File: src/rtl/pci_master_initiator.sv
// PCI bus initiator: REQ/GNT arbitration, one address phase, then a 1..7 word burst with DEVSEL master-abort timeout.
// Optional even parity output PAR when PCI_MASTER_PARITY_EN is defined.
module pci_master_initiator #(
   parameter int DEVSEL_TIMEOUT = 5,
   parameter int MAX_WORDS      = 7
) (
   input  logic        clk,
   input  logic        RST,
   input  logic        start,
   input  logic [3:0]  cmd,
   input  logic [31:0] addr,
   input  logic [2:0]  num_words,
   input  logic [31:0] wr_data,
   output logic        wr_data_ack,
   output logic [31:0] rd_data,
   output logic        rd_valid,
   output logic        busy,
   output logic        done,
   output logic        abort,
   output logic        REQ,
   input  logic        GNT,
   output logic        FRAME,
   output logic        IRDY,
   input  logic        TRDY,
   input  logic        DEVSEL,
   output logic [31:0] AD_out,
   input  logic [31:0] AD_in,
   output logic        AD_oe,
   output logic [3:0]  CBE
`ifdef PCI_MASTER_PARITY_EN
   ,
   output logic        PAR
`endif
);

   localparam int         TW    = $clog2(DEVSEL_TIMEOUT + 1);
   localparam logic [2:0] MAX_W = 3'(MAX_WORDS);

   typedef enum logic [2:0] {S_IDLE, S_REQUEST, S_ADDR, S_DATA, S_ABORT, S_TURN} state_t;

   state_t          state, state_nxt;
   logic [3:0]      cmd_q, cmd_nxt;
   logic [31:0]     addr_q, addr_nxt;
   logic [2:0]      remaining, rem_nxt;
   logic [TW-1:0]   tcnt, tcnt_nxt;
   logic            devsel_seen, seen_nxt;
   logic            req_nxt, frame_nxt, irdy_nxt, ad_oe_nxt, busy_nxt;
   logic            done_nxt, abort_nxt, rd_valid_nxt, wr_ack_nxt;
   logic [31:0]     ad_out_nxt, rd_data_nxt;
   logic [3:0]      cbe_nxt;
   logic            is_write, transfer, timeout_hit;

   assign is_write    = cmd_q[0];
   assign transfer    = (state == S_DATA) && !IRDY && !TRDY;
   // a transfer in the same cycle beats the timeout
   assign timeout_hit = (state == S_DATA) && !transfer && DEVSEL && !devsel_seen &&
                        (tcnt == TW'(DEVSEL_TIMEOUT - 1));

   always_ff @(posedge clk or posedge RST) begin
      if (RST) begin
         state       <= S_IDLE;
         cmd_q       <= '0;
         addr_q      <= '0;
         remaining   <= '0;
         tcnt        <= '0;
         devsel_seen <= 1'b0;
         REQ         <= 1'b1;
         FRAME       <= 1'b1;
         IRDY        <= 1'b1;
         AD_oe       <= 1'b0;
         AD_out      <= '0;
         CBE         <= 4'hF;
         rd_data     <= '0;
         busy        <= 1'b0;
         done        <= 1'b0;
         abort       <= 1'b0;
         rd_valid    <= 1'b0;
         wr_data_ack <= 1'b0;
      end else begin
         state       <= state_nxt;
         cmd_q       <= cmd_nxt;
         addr_q      <= addr_nxt;
         remaining   <= rem_nxt;
         tcnt        <= tcnt_nxt;
         devsel_seen <= seen_nxt;
         REQ         <= req_nxt;
         FRAME       <= frame_nxt;
         IRDY        <= irdy_nxt;
         AD_oe       <= ad_oe_nxt;
         AD_out      <= ad_out_nxt;
         CBE         <= cbe_nxt;
         rd_data     <= rd_data_nxt;
         busy        <= busy_nxt;
         done        <= done_nxt;
         abort       <= abort_nxt;
         rd_valid    <= rd_valid_nxt;
         wr_data_ack <= wr_ack_nxt;
      end
   end

   always_comb begin
      state_nxt = state;
      case (state)
         S_IDLE:    if (start) state_nxt = S_REQUEST;
         S_REQUEST: if (!GNT) state_nxt = S_ADDR;
         S_ADDR:    state_nxt = S_DATA;
         S_DATA: begin
            if (transfer && remaining == 3'd1) state_nxt = S_TURN;
            else if (timeout_hit)              state_nxt = S_ABORT;
         end
         S_ABORT:   state_nxt = S_TURN;
         S_TURN:    state_nxt = S_IDLE;
         default:   state_nxt = S_IDLE;
      endcase
   end

   // Outputs are computed for the state being entered and registered, so wait states simply hold.
   always_comb begin
      cmd_nxt      = cmd_q;
      addr_nxt     = addr_q;
      rem_nxt      = remaining;
      tcnt_nxt     = tcnt;
      seen_nxt     = devsel_seen;
      req_nxt      = REQ;
      frame_nxt    = FRAME;
      irdy_nxt     = IRDY;
      ad_oe_nxt    = AD_oe;
      ad_out_nxt   = AD_out;
      cbe_nxt      = CBE;
      rd_data_nxt  = rd_data;
      busy_nxt     = busy;
      done_nxt     = 1'b0;
      abort_nxt    = 1'b0;
      rd_valid_nxt = 1'b0;
      wr_ack_nxt   = 1'b0;
      case (state)
         S_IDLE: begin
            if (start) begin
               cmd_nxt  = cmd;
               addr_nxt = addr;
               if (num_words == 3'd0)      rem_nxt = 3'd1;
               else if (num_words > MAX_W) rem_nxt = MAX_W;
               else                        rem_nxt = num_words;
               busy_nxt = 1'b1;
               req_nxt  = 1'b0;
            end
         end
         S_REQUEST: begin
            if (!GNT) begin
               frame_nxt  = 1'b0;
               irdy_nxt   = 1'b1;
               req_nxt    = 1'b1;
               ad_oe_nxt  = 1'b1;
               ad_out_nxt = addr_q;
               cbe_nxt    = cmd_q;
               tcnt_nxt   = '0;
               seen_nxt   = 1'b0;
            end
         end
         S_ADDR: begin
            irdy_nxt   = 1'b0;
            cbe_nxt    = 4'b0000;
            frame_nxt  = (remaining > 3'd1) ? 1'b0 : 1'b1;
            ad_oe_nxt  = is_write;
            ad_out_nxt = is_write ? wr_data : '0;
         end
         S_DATA: begin
            if (transfer) begin
               rem_nxt      = remaining - 3'd1;
               seen_nxt     = 1'b1;
               wr_ack_nxt   = is_write;
               rd_valid_nxt = !is_write;
               if (!is_write) rd_data_nxt = AD_in;
               if (remaining == 3'd1) begin
                  frame_nxt = 1'b1;
                  irdy_nxt  = 1'b1;
                  ad_oe_nxt = 1'b0;
                  cbe_nxt   = 4'hF;
                  done_nxt  = 1'b1;
               end else begin
                  frame_nxt = (remaining > 3'd2) ? 1'b0 : 1'b1;
                  if (is_write) ad_out_nxt = wr_data;
               end
            end else if (!DEVSEL) begin
               seen_nxt = 1'b1;
            end else if (!devsel_seen) begin
               tcnt_nxt = tcnt + TW'(1);
               if (timeout_hit) begin
                  frame_nxt = 1'b1;
                  irdy_nxt  = 1'b1;
                  ad_oe_nxt = 1'b0;
                  abort_nxt = 1'b1;
               end
            end
         end
         S_ABORT: begin
            frame_nxt = 1'b1;
            irdy_nxt  = 1'b1;
            ad_oe_nxt = 1'b0;
            cbe_nxt   = 4'hF;
         end
         S_TURN: busy_nxt = 1'b0;
         default: ;
      endcase
   end

`ifdef PCI_MASTER_PARITY_EN
   // parity covers the phase that just completed; read transactions leave PAR at 0
   always_ff @(posedge clk or posedge RST) begin
      if (RST)
         PAR <= 1'b0;
      else if (is_write && (state == S_ADDR || transfer))
         PAR <= ^{AD_out, CBE};
      else if (!is_write)
         PAR <= 1'b0;
   end
`endif

endmodule

File: config.mk
export PLATFORM = sky130hd
export DESIGN_NAME = pci_master_initiator
export DESIGN_NICKNAME = d
export VERILOG_FILES = /design/src/rtl/pci_master_initiator.sv
export SDC_FILE = /design/constraint.sdc
export NUM_CORES = 1
export LEC_CHECK = 0
export ABC_AREA = 1
export CAP_MARGIN = 20
export CORE_UTILIZATION = 46
export CTS_CLUSTER_DIAMETER = 100
export DETAILED_ROUTE_END_ITERATION = 7
export PLACE_DENSITY_LB_ADDON = 0.12
export SLEW_MARGIN = 15
export SYNTH_ARGS = -nofsm -noshare
export SYNTH_HDL_FRONTEND = slang
export SYNTH_SLANG_ARGS = --single-unit
File: constraint.sdc
create_clock -name clk -period 4.45 [get_ports clk]
set_input_delay 0.445 -clock clk [delete_from_list [all_inputs] [get_ports clk]]
set_output_delay 0.445 -clock clk [all_outputs]
set_load 0.1 [all_outputs]
# Word-level counts from Yosys, hierarchy flattened
# Cells that the tools add are included.
[totals]
register_bits = 123
inputBits = 109
out_inout_bits = 77
[classes]
add_sub_neg = 2
order_cmp = 3
n_eq_ne = 22
n_mux = 63
bitwise = 1
reduce_logical = 32
[ops]
columns = ["operator", "count"]
rows = [
  ["two-way mux 32 bit", 5],
  ["case mux 32 bit (3 select lines)", 1],
  ["two-way mux 3 bit", 12],
  ["two-way mux 1 bit", 32],
  ["!= test 2 bit (second input constant)", 8],
  ["case mux 4 bit (4 select lines)", 1],
  ["case mux 3 bit (5 select lines)", 1],
  ["AND reduction 3 bit", 5],
  ["AND reduction 5 bit", 3],
  ["two-way mux 4 bit", 3],
  ["!= test 3 bit (second input constant)", 4],
  ["case mux 1 bit (4 select lines)", 3],
  ["case mux 3 bit (2 select lines)", 2],
  ["== test 3 bit (second input constant)", 3],
  ["nonzero test 2 bit", 4],
  ["logical AND 1 bit", 7],
  ["== test 3 x 1 -> 1 bit (second input constant)", 2],
  ["== test 3 x 2 -> 1 bit (second input constant)", 2],
  ["logical NOT 3 bit", 2],
  ["!= test 3 x 2 -> 1 bit (second input constant)", 2],
  ["case mux 1 bit (2 select lines)", 3],
  ["AND reduction 6 bit", 1],
  ["logical NOT 1 bit", 5],
  ["AND reduction 2 bit", 2],
  ["10 further kinds", 10],
]

# Depth between registers and ports, before layout
# Gate-level depths: netlist of the first run.
[depth]
depth_word = 13
mapped_depth = 11
ltp_nobuf = 10

# Least setup slack after synthesis of the first run
# No wires, ideal clock.
[synth_path]
kind = "register to register"
from = "register IRDY"
to = "register rd_data[0]"
setup_time_ns = 0.068
arrival_time_ns = 1.655
required_ns = 4.382
path_slack_ns = 2.728
path_stages_with_launch = 8
n_path_buf = 1
period_less_slack_ns = 1.722
path_cell_list = "dfstp_2 > nor2_2 > nand2_2 > inv_2 > nand2_2 > clkbuf_1 > nand2_1 > nand2_1"
[synth_via]
elab_chain_len = 4
[synth_lines]
columns = ["item", "line", "text"]
rows = [
  ["from (decl)", "23", "output logic IRDY,"],
  ["from (signal assigned)", "88", "IRDY <= irdy_nxt;"],
  ["logical NOT 1 bit", "54", "assign transfer = (state == S_DATA) && !IRDY && !TRDY;"],
  ["logical AND 1 bit (2 in a row)", "54", ""],
  ["AND reduction 3 bit (no source line)", "-", ""],
  ["to (signal assigned)", "92", "rd_data <= rd_data_nxt;"],
  ["to (decl)", "15", "output logic [31:0] rd_data,"],
]
# Every way passes these cells.
# A chain may end at the register's enable or synchronous reset.

# Worst setup path after layout of the first run
[layout_path]
from = "register state[2]"
to = "register AD_out[20]"
[layout_via]
elab_chain_len = 5
[layout_lines]
columns = ["item", "line", "text"]
rows = [
  ["from (decl)", "41", "state_t state, state_nxt;"],
  ["from (signal assigned)", "80", "state <= state_nxt;"],
  ["== test 3 x 2 -> 1 bit", "54, 136", ""],
  ["logical AND 1 bit (2 in a row)", "54", ""],
  ["!= test 2 bit (no source line)", "-", ""],
  ["AND reduction 5 bit (no source line)", "-", ""],
  ["to (signal assigned)", "90", "AD_out <= ad_out_nxt;"],
  ["to (decl)", "26", "output logic [31:0] AD_out,"],
]
# Several ways; a longest one is shown, not always the timed one.

==> metrics list, run 1 <==
- Maximum number of pins on one net before global-route repair: 84
* Post-synthesis cell type with the largest combined area: sky130_fd_sc_hd__dfrtp_1
- In this run the worst path has a maximum fanout of 39.
* Count of TritonRoute iterations in the first routing pass: 7
- The worst setup path is captured at a register.
- Count of distinct cell types in the synthesized netlist: 27
* Portion of synthesized cell area occupied by the leading cell type: 0.519
* Total CTS buffers: 17
- STA puts the critical path data required time at 4750 ps.
- The repair_antennas step left the layout with diodes totalling 0.
- R2R Setup Slk: around 1500 ps
* Drt first-iter violations: 358
- Once the clock tree was built, the setup fixing pass inserted 0 buffers.
- Routability cong.: 0.894
* GR Layer Usage met3: 0.0999
- Global-route layer with the greatest usage: met2
- Die area: 0.0126 mm2
- For this design, the sink count on the clock tree is roughly 120.
- Biggest area contributors in the synthesized netlist: sky130_fd_sc_hd__dfrtp_1 52%, sky130_fd_sc_hd__nand2_1 25%, sky130_fd_sc_hd__o21ai_0 4.4%, sky130_fd_sc_hd__nand3_1 4.0%, sky130_fd_sc_hd__dfstp_2 3.3%
- The H-tree was split into 4 levels.
- Wires add up to around 16000 um.
- For the pin with the worst max-slew slack, the measured transition is 1050 ps.
- The endpoint identified for the worst register-to-register timing path is AD_out[20].
- Most common cell after layout, fill and taps aside: sky130_fd_sc_hd__nand2_1
- Once the clock tree was built, the resizer swapped 0 gates to a different size.
- Final number of hold-violating endpoints: 0
- After detailed routing, the number of vias per cell comes to 5.15.
* Syn avg cell area: between 7 and 8 um2
* Count of port buffers added during placement: 185
- Final TNS setup: 0 ps
- Number of inserted filler cells in the final layout: between 900 and 1000
- Half-perimeter wire length after placement: 10700 um
* Leftover overflow at the end of global routing: 0
- Total setup violations reported at the end of the flow: 0
- The number of antenna violations at the first check in global routing came to 0.
- In the finished design, the share of the clock period the worst path needs comes to 0.674.
- Start-to-end type of the worst setup path: reg -> reg
- Mapped cell area: 0.00559 mm2
- Synth Net Count: 819
* Die width: about 110 um
* Class of the worst hold path: in -> async
- At the end of the flow, the number of nets in the layout was 994.
- The flow ran to the end, but the final reports show violations.
* Failing checks: DRC
- For this design, the CTS-stage hold fixing added 0 buffers.
- CTS clock-pin slew for the worst setup and hold paths: 50 ps
- Startpoint types: register
- No sink is reached through more buffers than the 2 on the longest clock path.
- Measured against its own limit, the worst slew margin works out to 0.298.
- Row generation in the floorplan step produced 39 rows.
* Global Route met2 Usage: 0.406
- Clock network latency to the later pin of the worst-skew pair: 420 ps
- First-pass GRT wire length: 25700 um
* Register-to-Register Path Depth: 10
- The Yosys step of the flow raised 0 warnings.
* Starting density of the core: 0.481
- Placeable core region: 0.0116 mm2
- Routed len/inst: 15.1 um
- Share of the yosys chip area belonging to registers: 0.552
- The number of global-route vias before repair was 5306.
- From synthesis to final layout, the design area changed by 45.1%.
- Pins over their slew limit: 0
- On the final layout, the worst clock skew is around 5.4 ps.
- Unrepaired setup endpoints after global routing: false
* Number of vias after detailed routing: around 5300
- In the routed design, unresolved DRC markers number 10.
- Share of post-route cells with drive strength above 1: 0.0672
- Highest Clock Rate: 334 MHz
- Fin crit period: 3000 ps
* Global-route met1 utilization: 0.336
* I/O pins: 186
- TritonCTS built the clock tree.
* Buffer cell driving the clock tree root: sky130_fd_sc_hd__clkbuf_16
- Height of the die: 112 um
* Synth Register Bits: 123
* Routed Antenna Nets: 0
- Counting every instance in the synthesized netlist gives 705.
- Tot GR Track Use: 0.261
- Highest-count cells in the layout ignoring fill and taps: 373 x sky130_fd_sc_hd__nand2_1, 185 x sky130_fd_sc_hd__clkdlybuf4s50_1, 116 x sky130_fd_sc_hd__dfrtp_1
- WP data arrival: 3300 ps
- Maxcap violations: 0
- In this run the critical register-to-register path is launched from state[2].
Yosys cell counts (all sizes together):
cell type and instances:
nand2 378, dfrtp 116, o21ai 59, nand3 45, inv 32, buf 24, nor2 18, clkbuf 10
dfstp 7, ha 5, a21oi 3, nand3b 2, o211ai 2, a31oi 1, nor3 1, xnor2 1
xor2 1
how the worst max path moves through the flow:
stage	start	endpoint	slack (ps)	cells past startpoint
after floorplan	RST	AD_oe	750	1
after global placement	state[2]	AD_out[5]	1630	10
after detailed placement	state[2]	AD_out[30]	1510	10
after CTS	state[2]	AD_out[10]	1510	10
after global routing	state[2]	AD_out[20]	1180	10
final	state[2]	AD_out[20]	1450	10
routing by layer:
| layer | vias up | share of wire |
|---|---|---|
| met5 | - | 0 |
| met2 | 255 | 0.46 |
| met4 | 0 | 0.021 |
| li1 | 2549 | - |
| met3 | 30 | 0.10 |
| met1 | 2499 | 0.41 |
sequential cells by signal, indices dropped and copies added (netlist names), 3 cells and up:
signal,flops
AD_out,32
CBE,4
rd_data,32
cmd_q,4
state,3
tcnt,3
addr_q,32
remaining,3
critical path, stage by stage (launching register included):
cell and delay, ps:
sky130_fd_sc_hd__dfrtp_1 460, sky130_fd_sc_hd__inv_4 130, sky130_fd_sc_hd__nand2_4 220, sky130_fd_sc_hd__inv_2 620
sky130_fd_sc_hd__nand2_1 150, sky130_fd_sc_hd__nand2_1 110, sky130_fd_sc_hd__inv_2 40, sky130_fd_sc_hd__nand2_2 500
sky130_fd_sc_hd__nand2_4 390, sky130_fd_sc_hd__nand2_1 170, sky130_fd_sc_hd__nand2_1 70
kinds of logic after synthesis:
logic type	synth area share
XOR/XNOR	0.00313
AND/OR/NAND/NOR	0.316
buffers and inverters	0.0575
AO/OA/AOI/OAI	0.0600
flip-flops	0.552
adder cells (fa/ha/maj)	0.0112
final cells by class:
type                       count  area (um2)  share of cell area
clock buffer                  17         425              0.0525
timing repair buffer         190        1930               0.238
inverter                      32         125              0.0154
clock inverter                15         175              0.0216
tap                          143         179              0.0221
sequential                   123        3090               0.381
multi-input combinational    516        2190               0.270
per-stage QoR:
stage	cells	setup slack, ps	util	cell area (um2)	hold WS, ps
finish	1036	1450	0.698	8110	395
global route	1036	1180	0.698	8110	434
CTS	1035	1510	0.695	8080	480
detailed placement	1003	1510	0.644	7470	465
global placement	1002	1630	0.641	7450	461
floorplan	705	746	-	5590	449
Power of run 1 is left out: the tool's default activity adds up to more than one toggle a clock period on the data nets, which glitch-free logic cannot reach.
==> run 2: changes to the inputs <==
clock period = 3.1 ns   (was 4.45 ns; I/O delays follow)
==> metrics list, run 2 (same netlist as run 1, synthesis figures left out) <==
* Outcome: finished, violations left
- The checks that failed: DRC.
* Highest-count cells in the layout ignoring fill and taps: 373 x sky130_fd_sc_hd__nand2_1, 173 x sky130_fd_sc_hd__clkdlybuf4s50_1, 116 x sky130_fd_sc_hd__dfrtp_1
- Total setup violations reported at the end of the flow: 0 (unchanged)
- The maximum clock frequency was 438 MHz (+31%).
* Count of standard-cell rows: 39 (unchanged)
- Most common cell after layout, fill and taps aside: sky130_fd_sc_hd__nand2_1
* DR vias/cell: 5.09 (-1.2%)
- Count of port buffers added during placement: 185 (unchanged)
- The area growth from synthesis to layout is 44.4%.
- The starting density of the core came to 0.481 (unchanged).
- Critical path depth: 8 (-2)
- The number of DRC violations after detailed-routing iteration 0 came to 414 (+16%).
- Final number of hold-violating endpoints: 0 (unchanged)
- Height of the die: 112 um (unchanged)
* Slowest cell on crit path: sky130_fd_sc_hd__inv_2
- The I/O pin count came to 186 (unchanged).
- Fin crit share: 0.736 (+0.0623)
- Number of clock sinks: 123 (unchanged)
- Die width: 112 um (unchanged)
- R2R Setup Slk: 820 ps (-630 ps)
* Element type at the critical path end: register
* Worst path cell trace: nand2_1, nor2_4, nand2_2, inv_2, nand2_2, inv_2, nand2_1, nand2_1
- The number of buffers and inverters on the critical path is 2 (-1).
- Remaining routing DRC violations: 9 (-1)
* Regs by FF count: AD_out x32, addr_q x32, rd_data x32
- Cell type group with the largest total delay on the critical path: simple AND/OR/NAND/NOR gates
- The clock period minus worst slack is 2280 ps (-716 ps).
- Share of post-route cells with drive strength above 1: 0.0816 (+0.0144)
- Crit Path Max Fanout: 33 (-15%)
- Routed len/inst: 14.7 um (-2.8%)
- # hold bufs at CTS: 0 (unchanged)
- First-pass GRT wire length: 25400 um (-1.2%)
* Count of TritonRoute iterations in the first routing pass: 8 (+1)
- Half-perimeter wire length after placement: 10900 um (+1.7%)
- The antenna cell count is 0 (unchanged).
- The cell sitting at the root of the clock tree is a sky130_fd_sc_hd__clkbuf_16.
- Final TNS setup: 0 ps (unchanged)
- Routed Antenna Nets: 0 (unchanged)
- CTS H-tree depth: 4 (unchanged)
- TritonCTS built the clock tree.
* Tightest Pin Transition: 999 ps (-50.5 ps)
- Post-layout net count: 996 (+0.20%)
- Worst stage delay on the critical path: 550 ps (-70 ps)
- Unrepaired setup endpoints after global routing: false
* Required time worst endpoint: 3450 ps (-1300 ps)
- # Post-CTS Setup Buffers: 0 (unchanged)
- The number of max-cap violations is 0 (unchanged).
- The remaining global-route overflow was 0 (unchanged).
- The setup skew after layout was 14.3 ps (+8.95 ps).
* Placeable core region: 0.0116 mm2 (unchanged)
- Reg-to-reg critical path startpoint: state[0]
- Buffer depth of the longest clock path: 2 (unchanged)
* Overall routed net length: 15300 um (-2.6%)
* WP data arrival: 2630 ps (-670 ps)
- The routability-driven placement congestion ratio was 0.882 (-1.3%).
- Max transition margin: 0.332 (+0.0337)
- The count of final max-slew check failures was 0 (unchanged).
- The CTS buffer count is 17 (unchanged).
- The critical path in this run is classified as reg -> reg.
- Register-to-Register Path Depth: 8 (-2)
- The number of global-route vias before repair was 5263 (-0.81%).
- The number of antenna violations at the first check in global routing came to 0 (unchanged).
- The pin count of the biggest net entering global routing was 47 (-44%).
- Critical R2R Capture: rd_data[27]
- STA classifies the critical path startpoint as a register.
* Clock network latency to the later pin of the worst-skew pair: 420 ps (about the same)
- The via count is 5279 (-1.0%).
- Die area: 0.0126 mm2 (unchanged)
- By instance count, the cell type seen most on the critical path is sky130_fd_sc_hd__nand2_1.
* CTS clock-pin slew for the worst setup and hold paths: 60 ps (about the same)
- The count of cells resized by post-cts repair is 0 (unchanged).
* Tot GR Track Use: 0.258 (-0.00312)
- Class of the worst hold path: in -> async
run 2: cell types whose count changed in the layout (fill, tap and decap cells not counted), sizes merged:
cell	change
buf	+14
clkdlybuf4s50	-12
clkbuf	+4
clkinv	-2
inv	-2
bufinv	-1
clkinvlp	+1
run 2: metrics by stage:
step                      std cells  instance area, um2  setup slack, ps  utilization  hold WS, ps
after floorplan                 705                5590             1280            -          420
after global placement         1005                7470              817        0.643          462
after detailed placement       1005                7470              748        0.643          460
after CTS                      1037                8060              802        0.694          410
after global routing           1038                8070              556        0.695          431
final                          1038                8070              818        0.695          385
run 2: area by class of cell:
type / count / area (um2)
fillers: 957 / 3540
flip-flops and latches: 123 / 3090
multi-input cells: 516 / 2180
repair buffers: 192 / 1910
clock buffers: 21 / 470
well taps: 143 / 179
inverters: 32 / 126
clock inverters: 11 / 119
run 2: worst max-delay path by stage:
stage	start	slack, ps	endpoint
global route	state[0]	560	rd_data[4]
finish	state[0]	820	rd_data[27]
CTS	state[0]	800	rd_data[27]
detailed placement	TRDY	750	AD_out[6]
global placement	TRDY	820	AD_out[15]
floorplan	RST	1280	AD_oe
run 2: routing by layer:
layer,up-vias,wire length (um),global-route usage
met2,241,7040,0.408
li1,2553,-,-
met4,0,286,0.101
met1,2461,6430,0.325
met3,24,1490,0.0934
met5,-,0,0
Power of run 2 is left out for the same reason.
==> run 3: changes to the inputs <==
clock period = 2.3 ns   (was 3.1 ns; I/O delays follow)
==> metrics list, run 3 (same netlist as run 1, synthesis figures left out) <==
* Maximum number of pins on one net before global-route repair: 124 (+160%)
- Total setup violations reported at the end of the flow: 0 (unchanged)
* Max transition margin: 0.507 (+0.175)
* Final setup slack of the worst path: 287 ps (-531 ps)
- Worst path cell trace: nand2_1, nor2_4, nand3_1, nand2_2, nand2_4, nand2_1, nand2_1
* Failing checks: DRC
- The share of the core filled with cells in the final layout came to 0.684 (-0.0108).
* Routed Antenna Nets: 0 (unchanged)
- Number of clock sinks: 123 (unchanged)
- Regs by FF count: AD_out x32, addr_q x32, rd_data x32
- Element type at the critical path end: register
* Remaining routing DRC violations: 10 (+1)
- The number of max-cap violations is 0 (unchanged).
* Tightest Pin Transition: 736 ps (-263 ps)
- The number of H-tree levels came to 4 (unchanged).
* Pins over their slew limit: 0 (unchanged)
* Buf/Inv on CP: 0 (-2)
- The final clock period utilization by the worst path is 0.875 (+0.139).
* Most prevalent standard cell on the critical path: sky130_fd_sc_hd__nand2_1
- The reg-to-reg setup timing slack came to 290 ps (-530 ps).
- Crit Path Max Fanout: 32 (-3.0%)
* Cell type group with the largest total delay on the critical path: simple AND/OR/NAND/NOR gates
- Startpoint types: register
- Slowest cell on crit path: sky130_fd_sc_hd__dfrtp_1
- CTS clock-pin slew for the worst setup and hold paths: 60 ps (about the same)
* Placeable core region: 0.0116 mm2 (unchanged)
* Setup crit start: state[0]
- The endpoint required time on the critical path was 2600 ps (-850 ps).
- Height of the die: 112 um (unchanged)
- Routed len/inst: 14.4 um (-1.9%)
- Syn-to-layout area delta: 42.1%
* Initial antenna violation count: 0 (unchanged)
- The maximum clock frequency is 497 MHz (+13%).
- # hold bufs at CTS: 0 (unchanged)
- Count of standard-cell rows: 39 (unchanged)
* Final number of hold-violating endpoints: 0 (unchanged)
* DR vias/cell: 5.01 (-1.5%)
- Worst slack at placement: 248 ps (-500 ps)
- Start-to-end type of the worst setup path: reg -> reg
* Leftover overflow at the end of global routing: 0 (unchanged)
- WP data arrival: 2310 ps (-320 ps)
- The number of DRC violations after detailed-routing iteration 0 came to 509 (+23%).
- Critical R2R Capture: AD_out[10]
* Share of post-route cells with drive strength above 1: 0.156 (+0.0745)
- The number of nets in the final layout came to 998 (+0.20%).
- Most common cell after layout, fill and taps aside: sky130_fd_sc_hd__nand2_1
* Starting density of the core: 0.481 (unchanged)
- Post-cts resize count: 0 (unchanged)
- Number of antenna cells inserted: 0 (unchanged)
- Outcome: finished, violations left
* Setup Skew: 6.55 ps (-7.80 ps)
- The library cells used most frequently in the layout, excluding fill and tap cells, are 373 x sky130_fd_sc_hd__nand2_1, 116 x sky130_fd_sc_hd__dfrtp_1, 108 x sky130_fd_sc_hd__clkdlybuf4s50_1.
- First-pass GRT wire length: 24800 um (-2.5%)
- Number of vias after detailed routing: 5210 (-1.3%)
* CTS tree: yes
* Unrepaired setup endpoints after global routing: false
- Worst stage delay on the critical path: 550 ps (about the same)
- Register-to-Register Path Depth: 7 (-1)
* Count of TritonRoute iterations in the first routing pass: 8 (unchanged)
- Final TNS setup: 0 ps (unchanged)
* Number of global-route vias before repair: 5082 (-3.4%)
* Count of port buffers added during placement: 185 (unchanged)
- The global-route usage over all layers came to 0.253 (-0.00546).
- The number of buffers inserted to repair setup after CTS was 0 (unchanged).
* Buffer cell driving the clock tree root: sky130_fd_sc_hd__clkbuf_16
* Buffer depth of the longest clock path: 2 (unchanged)
- The routed wire length was 15000 um (-1.7%).
- The path class of the tightest hold or removal check is in -> async.
- I/O pins: 186 (unchanged)
* Total CTS buffers: 17 (unchanged)
- Half-perimeter wire length after placement: 10300 um (-5.3%)
- The overall die width came to 112 um (unchanged).
- The startpoint identified for the worst register-to-register timing path is state[0].
- Die area: 0.0126 mm2 (unchanged)
- Routability cong.: 0.903 (+2.3%)
* Clock network latency to the later pin of the worst-skew pair: 410 ps (about the same)
- Fin crit period: 2010 ps (-269 ps)
-- run 3: worst min-delay path: cells and delay by family --
kind     cells  cell delay (ps)
buf+inv      3              980
-- run 3: worst max-delay path by stage --
stage | cells after the start | endpoint
floorplan | 1 | AD_oe
global placement | 9 | AD_out[7]
detailed placement | 9 | AD_out[8]
CTS | 8 | AD_out[10]
global route | 7 | AD_out[8]
finish | 7 | AD_out[10]
-- run 3: final cells by class --
class	count	area, um2
Multi-Input combinational cell	516	2190
Timing Repair Buffer	194	1750
Clock buffer	19	443
Clock inverter	13	169
Tap cell	143	179
Sequential cell	123	3090
Fill cell	975	3670
Inverter	32	126
-- run 3: per-layer routing --
metal | up-vias | global-route usage | routed length, um
met1 | 2431 | 0.333 | 6580
met2 | 213 | 0.396 | 6980
li1 | 2552 | - | -
met3 | 14 | 0.0853 | 1310
met5 | - | 0 | 0
met4 | 0 | 0.0782 | 123
-- run 3: through the flow --
step | cell area, um2 | cells | hold WS [ps]
after floorplan | 5590 | 705 | 340
after global placement | 7330 | 1008 | 464
after detailed placement | 7330 | 1008 | 465
after CTS | 7940 | 1040 | 334
after global routing | 7950 | 1040 | 348
final | 7950 | 1040 | 315
Power of run 3 is left out for the same reason.
